--- src/rtl/minkowski_support_ctrl.sv ---
// -----------------------------------------------------------------------------
// minkowski_support_ctrl
//
// Sequences two queries to a shared support-point unit to build one support
// point of the Minkowski difference A - B along a direction d:
//   1. query shape A along  d  -> support point sA
//   2. query shape B along -d  -> support point sB
//   3. publish mink = sA - sB with a one-cycle valid pulse
// Each wait for the support unit is guarded by a 15-cycle timeout that sets a
// sticky timeout_err and abandons the request without a valid pulse.
//
// Ports
//   clk, rst_n              clock, asynchronous active-low reset
//   req_start               request pulse, accepted only while idle
//   dir_x, dir_y            query direction d (signed 10-bit), latched on accept
//   a_verts, b_verts        four packed (x,y) 19-bit vertices per shape,
//                           vertex k at [38k+37:38k], x in the low half
//   a_pos, b_pos            shape position {y, x}, 19-bit signed each
//   sup_start               registered one-cycle start to the support unit
//   sup_verts, sup_pos      operand shape routed to the support unit
//   sup_dir_x, sup_dir_y    direction presented to the support unit
//   sup_best_x, sup_best_y  support point returned by the support unit
//   sup_done                support-unit completion level
//   busy                    high whenever the controller is not idle
//   mink_x, mink_y          Minkowski-difference support point (held)
//   valid                   one-cycle pulse marking mink_x/mink_y as new
//   timeout_err             sticky timeout flag, cleared on the next accept
// -----------------------------------------------------------------------------
module minkowski_support_ctrl (
    input  logic                clk,
    input  logic                rst_n,
    input  logic                req_start,
    input  logic signed [9:0]   dir_x,
    input  logic signed [9:0]   dir_y,
    input  logic [151:0]        a_verts,
    input  logic [151:0]        b_verts,
    input  logic [37:0]         a_pos,
    input  logic [37:0]         b_pos,
    output logic                sup_start,
    output logic [151:0]        sup_verts,
    output logic [37:0]         sup_pos,
    output logic signed [9:0]   sup_dir_x,
    output logic signed [9:0]   sup_dir_y,
    input  logic signed [18:0]  sup_best_x,
    input  logic signed [18:0]  sup_best_y,
    input  logic                sup_done,
    output logic                busy,
    output logic signed [18:0]  mink_x,
    output logic signed [18:0]  mink_y,
    output logic                valid,
    output logic                timeout_err
);

    typedef enum logic [2:0] {
        ST_IDLE   = 3'd0,
        ST_REQ_A  = 3'd1,
        ST_WAIT_A = 3'd2,
        ST_REQ_B  = 3'd3,
        ST_WAIT_B = 3'd4,
        ST_OUT    = 3'd5,
        ST_ERR    = 3'd6
    } state_t;

    // Last wait-counter value before giving up: counts 0..14 = 15 wait cycles.
    localparam logic [3:0] WAIT_LAST = 4'd14;

    // Negate a direction component; -(-512) has no 10-bit representation and
    // saturates to +511 instead of wrapping back to -512.
    function automatic logic signed [9:0] neg_sat(input logic signed [9:0] v);
        logic signed [9:0] r;
        if (v == -10'sd512) begin
            r = 10'sd511;
        end else begin
            r = -v;
        end
        return r;
    endfunction

    state_t             state_r;
    state_t             next_state_s;
    logic [3:0]         wait_cnt_r;
    logic signed [9:0]  dir_x_r;
    logic signed [9:0]  dir_y_r;
    logic signed [9:0]  sup_dir_x_r;
    logic signed [9:0]  sup_dir_y_r;
    logic signed [18:0] a_x_r;
    logic signed [18:0] a_y_r;
    logic signed [18:0] b_x_r;
    logic signed [18:0] b_y_r;
    logic signed [18:0] mink_x_r;
    logic signed [18:0] mink_y_r;
    logic               sup_start_r;
    logic               busy_r;
    logic               valid_r;
    logic               timeout_err_r;

    logic               accept_s;
    logic               cap_a_s;
    logic               cap_b_s;
    logic               to_err_s;
    logic               enter_b_s;
    logic               wait_stay_s;
    logic [151:0]       sup_verts_s;
    logic [37:0]        sup_pos_s;

    // State register.
    always_ff @(posedge clk or negedge rst_n) begin
        if (!rst_n) begin
            state_r <= ST_IDLE;
        end else begin
            state_r <= next_state_s;
        end
    end

    // Next-state logic; done is ignored in the first cycle of each wait
    // (counter still zero) so a stale level from the previous query is not taken.
    always_comb begin
        next_state_s = state_r;
        case (state_r)
            ST_IDLE: begin
                if (req_start) begin
                    next_state_s = ST_REQ_A;
                end else begin
                    next_state_s = ST_IDLE;
                end
            end
            ST_REQ_A: begin
                next_state_s = ST_WAIT_A;
            end
            ST_WAIT_A: begin
                if ((wait_cnt_r != 4'd0) && sup_done) begin
                    next_state_s = ST_REQ_B;
                end else if (wait_cnt_r == WAIT_LAST) begin
                    next_state_s = ST_ERR;
                end else begin
                    next_state_s = ST_WAIT_A;
                end
            end
            ST_REQ_B: begin
                next_state_s = ST_WAIT_B;
            end
            ST_WAIT_B: begin
                if ((wait_cnt_r != 4'd0) && sup_done) begin
                    next_state_s = ST_OUT;
                end else if (wait_cnt_r == WAIT_LAST) begin
                    next_state_s = ST_ERR;
                end else begin
                    next_state_s = ST_WAIT_B;
                end
            end
            ST_OUT: begin
                next_state_s = ST_IDLE;
            end
            ST_ERR: begin
                next_state_s = ST_IDLE;
            end
            default: begin
                next_state_s = ST_IDLE;
            end
        endcase
    end

    // Output/strobe decode: operand routing follows the phase, and the
    // transition strobes drive the datapath registers below.
    always_comb begin
        sup_verts_s = 152'd0;
        sup_pos_s   = 38'd0;
        case (state_r)
            ST_REQ_A, ST_WAIT_A: begin
                sup_verts_s = a_verts;
                sup_pos_s   = a_pos;
            end
            ST_REQ_B, ST_WAIT_B: begin
                sup_verts_s = b_verts;
                sup_pos_s   = b_pos;
            end
            default: begin
                sup_verts_s = 152'd0;
                sup_pos_s   = 38'd0;
            end
        endcase
        accept_s    = (state_r == ST_IDLE)   && (next_state_s == ST_REQ_A);
        cap_a_s     = (state_r == ST_WAIT_A) && (next_state_s == ST_REQ_B);
        cap_b_s     = (state_r == ST_WAIT_B) && (next_state_s == ST_OUT);
        to_err_s    = (state_r != ST_ERR)    && (next_state_s == ST_ERR);
        enter_b_s   = (state_r != ST_REQ_B)  && (next_state_s == ST_REQ_B);
        wait_stay_s = ((state_r == ST_WAIT_A) || (state_r == ST_WAIT_B)) &&
                      (next_state_s == state_r);
    end

    // Wait-cycle counter: zero on entry to a wait state, counts while waiting.
    always_ff @(posedge clk or negedge rst_n) begin
        if (!rst_n) begin
            wait_cnt_r <= 4'd0;
        end else if (wait_stay_s) begin
            wait_cnt_r <= wait_cnt_r + 4'd1;
        end else begin
            wait_cnt_r <= 4'd0;
        end
    end

    // Direction latch and the direction presented to the support unit;
    // the B query uses the negated latched direction.
    always_ff @(posedge clk or negedge rst_n) begin
        if (!rst_n) begin
            dir_x_r     <= 10'sd0;
            dir_y_r     <= 10'sd0;
            sup_dir_x_r <= 10'sd0;
            sup_dir_y_r <= 10'sd0;
        end else if (accept_s) begin
            dir_x_r     <= dir_x;
            dir_y_r     <= dir_y;
            sup_dir_x_r <= dir_x;
            sup_dir_y_r <= dir_y;
        end else if (enter_b_s) begin
            sup_dir_x_r <= neg_sat(dir_x_r);
            sup_dir_y_r <= neg_sat(dir_y_r);
        end else begin
            sup_dir_x_r <= sup_dir_x_r;
            sup_dir_y_r <= sup_dir_y_r;
        end
    end

    // Capture of the two support points returned by the support unit.
    always_ff @(posedge clk or negedge rst_n) begin
        if (!rst_n) begin
            a_x_r <= 19'sd0;
            a_y_r <= 19'sd0;
            b_x_r <= 19'sd0;
            b_y_r <= 19'sd0;
        end else if (cap_a_s) begin
            a_x_r <= sup_best_x;
            a_y_r <= sup_best_y;
        end else if (cap_b_s) begin
            b_x_r <= sup_best_x;
            b_y_r <= sup_best_y;
        end else begin
            a_x_r <= a_x_r;
            a_y_r <= a_y_r;
        end
    end

    // Result register: A - B in 19-bit two's complement (wraps), held between OUTs.
    always_ff @(posedge clk or negedge rst_n) begin
        if (!rst_n) begin
            mink_x_r <= 19'sd0;
            mink_y_r <= 19'sd0;
        end else if (state_r == ST_OUT) begin
            mink_x_r <= a_x_r - b_x_r;
            mink_y_r <= a_y_r - b_y_r;
        end else begin
            mink_x_r <= mink_x_r;
            mink_y_r <= mink_y_r;
        end
    end

    // Control outputs registered from the next state so they line up with it.
    always_ff @(posedge clk or negedge rst_n) begin
        if (!rst_n) begin
            sup_start_r <= 1'b0;
            busy_r      <= 1'b0;
            valid_r     <= 1'b0;
        end else begin
            sup_start_r <= (next_state_s == ST_REQ_A) || (next_state_s == ST_REQ_B);
            busy_r      <= (next_state_s != ST_IDLE);
            valid_r     <= (state_r == ST_OUT);
        end
    end

    // Sticky timeout flag: set on entering ERR, cleared only by a new accept.
    always_ff @(posedge clk or negedge rst_n) begin
        if (!rst_n) begin
            timeout_err_r <= 1'b0;
        end else if (accept_s) begin
            timeout_err_r <= 1'b0;
        end else if (to_err_s) begin
            timeout_err_r <= 1'b1;
        end else begin
            timeout_err_r <= timeout_err_r;
        end
    end

    assign sup_start   = sup_start_r;
    assign sup_verts   = sup_verts_s;
    assign sup_pos     = sup_pos_s;
    assign sup_dir_x   = sup_dir_x_r;
    assign sup_dir_y   = sup_dir_y_r;
    assign busy        = busy_r;
    assign mink_x      = mink_x_r;
    assign mink_y      = mink_y_r;
    assign valid       = valid_r;
    assign timeout_err = timeout_err_r;

endmodule

--- config.mk ---
export PLATFORM = sky130hd
export DESIGN_NAME = minkowski_support_ctrl
export DESIGN_NICKNAME = d
export VERILOG_FILES = /design/src/rtl/minkowski_support_ctrl.sv
export SDC_FILE = /design/constraint.sdc
export NUM_CORES = 1
export LEC_CHECK = 0
export CAP_MARGIN = 20
export CORE_AREA = 2 2 271 273
export CTS_BUF_LIST = sky130_fd_sc_hd__clkbuf_8
export DETAILED_ROUTE_END_ITERATION = 6
export DIE_AREA = 0 0 273 275
export SYNTH_ARGS = -nofsm -noshare
export SYNTH_HDL_FRONTEND = slang
export SYNTH_SLANG_ARGS = --single-unit
--- constraint.sdc ---
create_clock -name clk -period 3.3 [get_ports clk]
set_input_delay 0.33 -clock clk [delete_from_list [all_inputs] [get_ports clk]]
set_output_delay 0.33 -clock clk [all_outputs]
set_load 0.005 [all_outputs]
==> reports/qor.txt <==
SYNTHESIS
-------------------------------------------------------------------------------------
Syn. warnings                                                                       0
Fraction of registers with async set/reset                                       1.00
Avg Inst Size Synth                                                         9.69 um^2
Syn_nets                                                                         1544
Post-Synthesis Cells                                                             1059
Number of enable-type register cells in the synthesized netlist                     0
Portion of the post-synthesis area used by sequential elements                  0.403
Netlist Area Pre-Place                                                     10300 um^2
Most common flop cell mapped by yosys                                    sky130_fd_sc_hd__dfrtp_1
Distinct cells, synth                                                              60
Flop and latch count out of synthesis                                             165

FINISH
-------------------------------------------------------------------------------------
Most frequent cells in the layout                                        sky130_fd_sc_hd__clkdlybuf4s50_1, sky130_fd_sc_hd__a22o_1, sky130_fd_sc_hd__dfrtp_1
Layout net count                                                                 2230
Most frequent standard cell in the layout excluding fill and tap cells   sky130_fd_sc_hd__clkdlybuf4s50_1
Number of non-filler instances in the completed layout                           2731
Fraction of final layout cells sized beyond drive strength 1                    0.132
Area growth syn-to-layout                                                       91.2%
Post-layout util                                                                0.271

ROUTING
-------------------------------------------------------------------------------------
Final Routed Wirelength                                                       94.2 mm
Average wire length per cell after detail routing                             34.5 um
Routed via count                                                                11800
Pre-Repair DR Iteration Count                                                       6
Starting DRC count in detailed routing                                            681
Number of vias per cell                                                          4.33
Drc violations                                                                      0
Post-route ant nets                                                                 0

FLOORPLAN
-------------------------------------------------------------------------------------
Floorplan row count                                                                99
Total Die Area                                                             75100 um^2
Ports placed on the boundary                                                      694
Die X-Extent                                                                   273 um
Die span in y                                                                  275 um
CORE AREA                                                                  72300 um^2
Starting density of the core                                                    0.142

CLOCK NETWORK
-------------------------------------------------------------------------------------
Maximum count of clock buffers along a single path                                  2
Sinks on Clock Net                                                                165
Number of CTS-inserted buffers                                                     17
CTS Root Cell                                                            sky130_fd_sc_hd__clkbuf_8
Clock tree from TritonCTS                                                       built
Depth of the CTS H-tree                                                             4
Worst-path clk slew                                                            120 ps
Clock latency of the later-clocked register in the worst-skew pair             520 ps

GLOBAL ROUTE
-------------------------------------------------------------------------------------
Vias in the first global route                                                  12200
Number of antenna violations at the first check in global routing                  27
Overflow left after global routing                                                  0
Overall track demand over capacity in global routing                            0.241
Maximum number of pins on one net before global-route repair                      108
Wire length of the first global-routing pass                                   118 mm

PLACE
-------------------------------------------------------------------------------------
Number of cells in the design after placement                                    2673
HPWL after detailed placement                                                 80.9 mm
Post-Place Worst Slack                                                         279 ps
Placer Congestion                                                               0.998
Number of port buffers                                                            693

POWER AND IR DROP
-------------------------------------------------------------------------------------
Share of power burned in the clock network                                      0.066
Net switching share of the total power                                          0.486
Internal power of the cells                                                  12700 uW
Switch Pwr                                                                   12000 uW
Worst voltage drop across the vdd grid                                       0.683 mV
Combinational cell fraction of total power                                      0.791
Power density cells                                                      1260 nW/um^2
Leak pwr                                                                   0.00811 uW
Total power of the final layout                                              24600 uW
Sequential power share                                                          0.144

STA
-------------------------------------------------------------------------------------
Final hold violation count                                                          0
Slew at the pin closest to its max-slew limit                                  772 ps
Total Neg Setup Slack                                                            0 ps
Final Critical Period                                                         3170 ps
Maximum clock frequency                                                     0.316 GHz
Unrepaired setup endpoints after global routing                                    no
Count of final setup violators                                                      0
Layout Skew                                                                   22.9 ps
Setup ws final                                                                 132 ps
Count of pins over their slew limit                                                 0
Relative slew margins                                                           0.485
Share of the clock period used by the worst path after layout                   0.960

CRITICAL PATH
-------------------------------------------------------------------------------------
Cell count of the worst reg-to-reg path                                            11
Arrival @ worst endpoint                                                      2840 ps
Register-to-Register Setup Slack                                               470 ps
Number of buffers and inverters on the critical path                                4
Family of cells with the greatest summed delay on the critical path      buffers and inverters
Worst path max stage delay                                                     510 ps
Crit path max fanout                                                               27
CP cell instances                                                        nor2_4, nand2_1, o21ai_4, buf_12, buf_16, bufbuf_16, a22o_1, clkdlybuf4s50_1
Critical path start-end classification                                        reg2out
Capture point of the worst path                                           sup_pos[12]
Reg2Reg Launch Point                                                     a_y_r[0]$_DFFE_PN0P_
Critical path startpoint category                                            register
Setup crit end kind                                                       output port
Levels on crit path                                                                 8
CP required                                                                   2970 ps
Crit path from                                                           state_r[1]$_DFF_PN0_
Destination of the worst register-to-register timing path                mink_y[18]$_DFFE_PN0P_
Slowest cell on the critical path                                        sky130_fd_sc_hd__clkdlybuf4s50_1

JOB
-------------------------------------------------------------------------------------
Max-Cap Viols                                                                       0

RUN STATUS
-------------------------------------------------------------------------------------
Outcome                                                                     completed

WORST HOLD PATH
-------------------------------------------------------------------------------------
Hold Path Class                                                              in2async

## metrics by stage
step	hold WS [ps]	area, um^2
CTS	290	19500
global route	209	19600
finish	235	19600
detailed placement	475	18900
floorplan	34.4	10300
global placement	467	18900
## state kept, by name, summed over array words and instances, names as in the netlist, 3 cells and up
register,count
a_x_r,19
a_y_r,19
b_x_r,19
b_y_r,19
dir_x_r,10
dir_y_r,10
mink_x,19
mink_y,19
state_r,3
sup_dir_x,10
sup_dir_y,10
wait_cnt_r,4
## power by group through the flow
stage	Sequential [uW]	Combinational, uW	Clock [uW]
floorplan	3400	7260	0
global placement	3530	18700	0
detailed placement	3580	18800	0
CTS	3530	19400	1700
global route	3660	20600	1750
finish	3530	19500	1620
## worst register-to-register path: stages, from the launching register on
cell	delay, ps
sky130_fd_sc_hd__dfrtp_1	390
sky130_fd_sc_hd__inv_1	60
sky130_fd_sc_hd__ha_1	170
sky130_fd_sc_hd__inv_1	60
sky130_fd_sc_hd__fa_1	440
sky130_fd_sc_hd__a211oi_1	410
sky130_fd_sc_hd__o211ai_1	180
sky130_fd_sc_hd__a41o_1	300
sky130_fd_sc_hd__a21oi_1	330
sky130_fd_sc_hd__o21ai_1	160
sky130_fd_sc_hd__xnor2_1	170
sky130_fd_sc_hd__o21ai_1	70
## cells by family (layout without fill, tap and decap cells)
kind of cell               Yosys count  in the layout  share of synthesized area
adders and majority gates           43             43                     0.0539
other                                0             14                          0
muxes                               78             78                     0.0854
DFF                                165            165                      0.403
AOI/OAI and AO/OA                  380            380                      0.271
and+or+nand+nor                    218            219                     0.0939
buffers and inverters              126            824                     0.0516
xor gates and xnor gates            49             49                     0.0418
## worst min path at each step
stage                                   to             startpoint  depth (start not counted)  slack, ps
floorplan             a_x_r[0]$_DFFE_PN0P_                  rst_n                          0         30
global placement     mink_y[1]$_DFFE_PN0P_  mink_y[1]$_DFFE_PN0P_                          2        470
detailed placement   mink_y[8]$_DFFE_PN0P_  mink_y[8]$_DFFE_PN0P_                          2        470
CTS                 dir_x_r[2]$_DFFE_PN0P_               dir_x[2]                          3        290
global route        mink_y[17]$_DFFE_PN0P_                  rst_n                          2        210
finish              mink_y[16]$_DFFE_PN0P_                  rst_n                          2        240
## per-layer routing
layer | part of all wire | wire, um | vias to the layer above | global-route usage
met5 | 0.0015 | 144 | - | 0.00815
met4 | 0.098 | 9260 | 14 | 0.206
met3 | 0.12 | 11400 | 175 | 0.135
met2 | 0.44 | 41500 | 598 | 0.370
met1 | 0.34 | 31800 | 5758 | 0.235
li1 | - | - | 5283 | -
## repair_timing
| action | 4_1_cts | 5_1_grt |
|---|---|---|
| hold buffers | 1 | 0 |
| cloned | 2 | 1 |
| hold endpoints to repair | 88 | 0 |
| setup endpoints to repair | 172 | 43 |
| resized for setup | 10 | 3 |
| pin swaps | 3 | 0 |
| setup buffers | 7 | 0 |
## final cells by class
cell class / count / area (um^2)
antenna: 14 / 35.0
inverter: 55 / 206
sequential: 165 / 4130
tap: 959 / 1200
clock inverter: 15 / 215
multi-input combinational: 769 / 5660
clock buffer: 17 / 234
fill: 7626 / 52700
timing repair buffer: 737 / 7930
## synth_stat cells, drive strengths merged (3+ instances only)
master,instances,area [um^2]
a211oi,3,22.5
a21o,18,135
a21oi,56,303
a22o,190,1660
a31oi,3,18.8
and2,3,18.8
and3,5,32.5
buf,35,176
clkbuf,36,146
dfrtp,165,4130
ha,41,513
inv,55,206
mux2,76,856
nand2,134,503
nand2b,6,37.5
nand3,15,75.1
nand4,3,18.8
nor2,20,80.1
nor2b,4,25.0
nor3,12,60.1
o211ai,8,60.1
o21ai,80,400
o21bai,3,22.5
o22ai,5,31.3
or2,3,18.8
or3,4,25.0
xnor2,31,272
xor2,18,158
(Power assumes the default switching activity.)
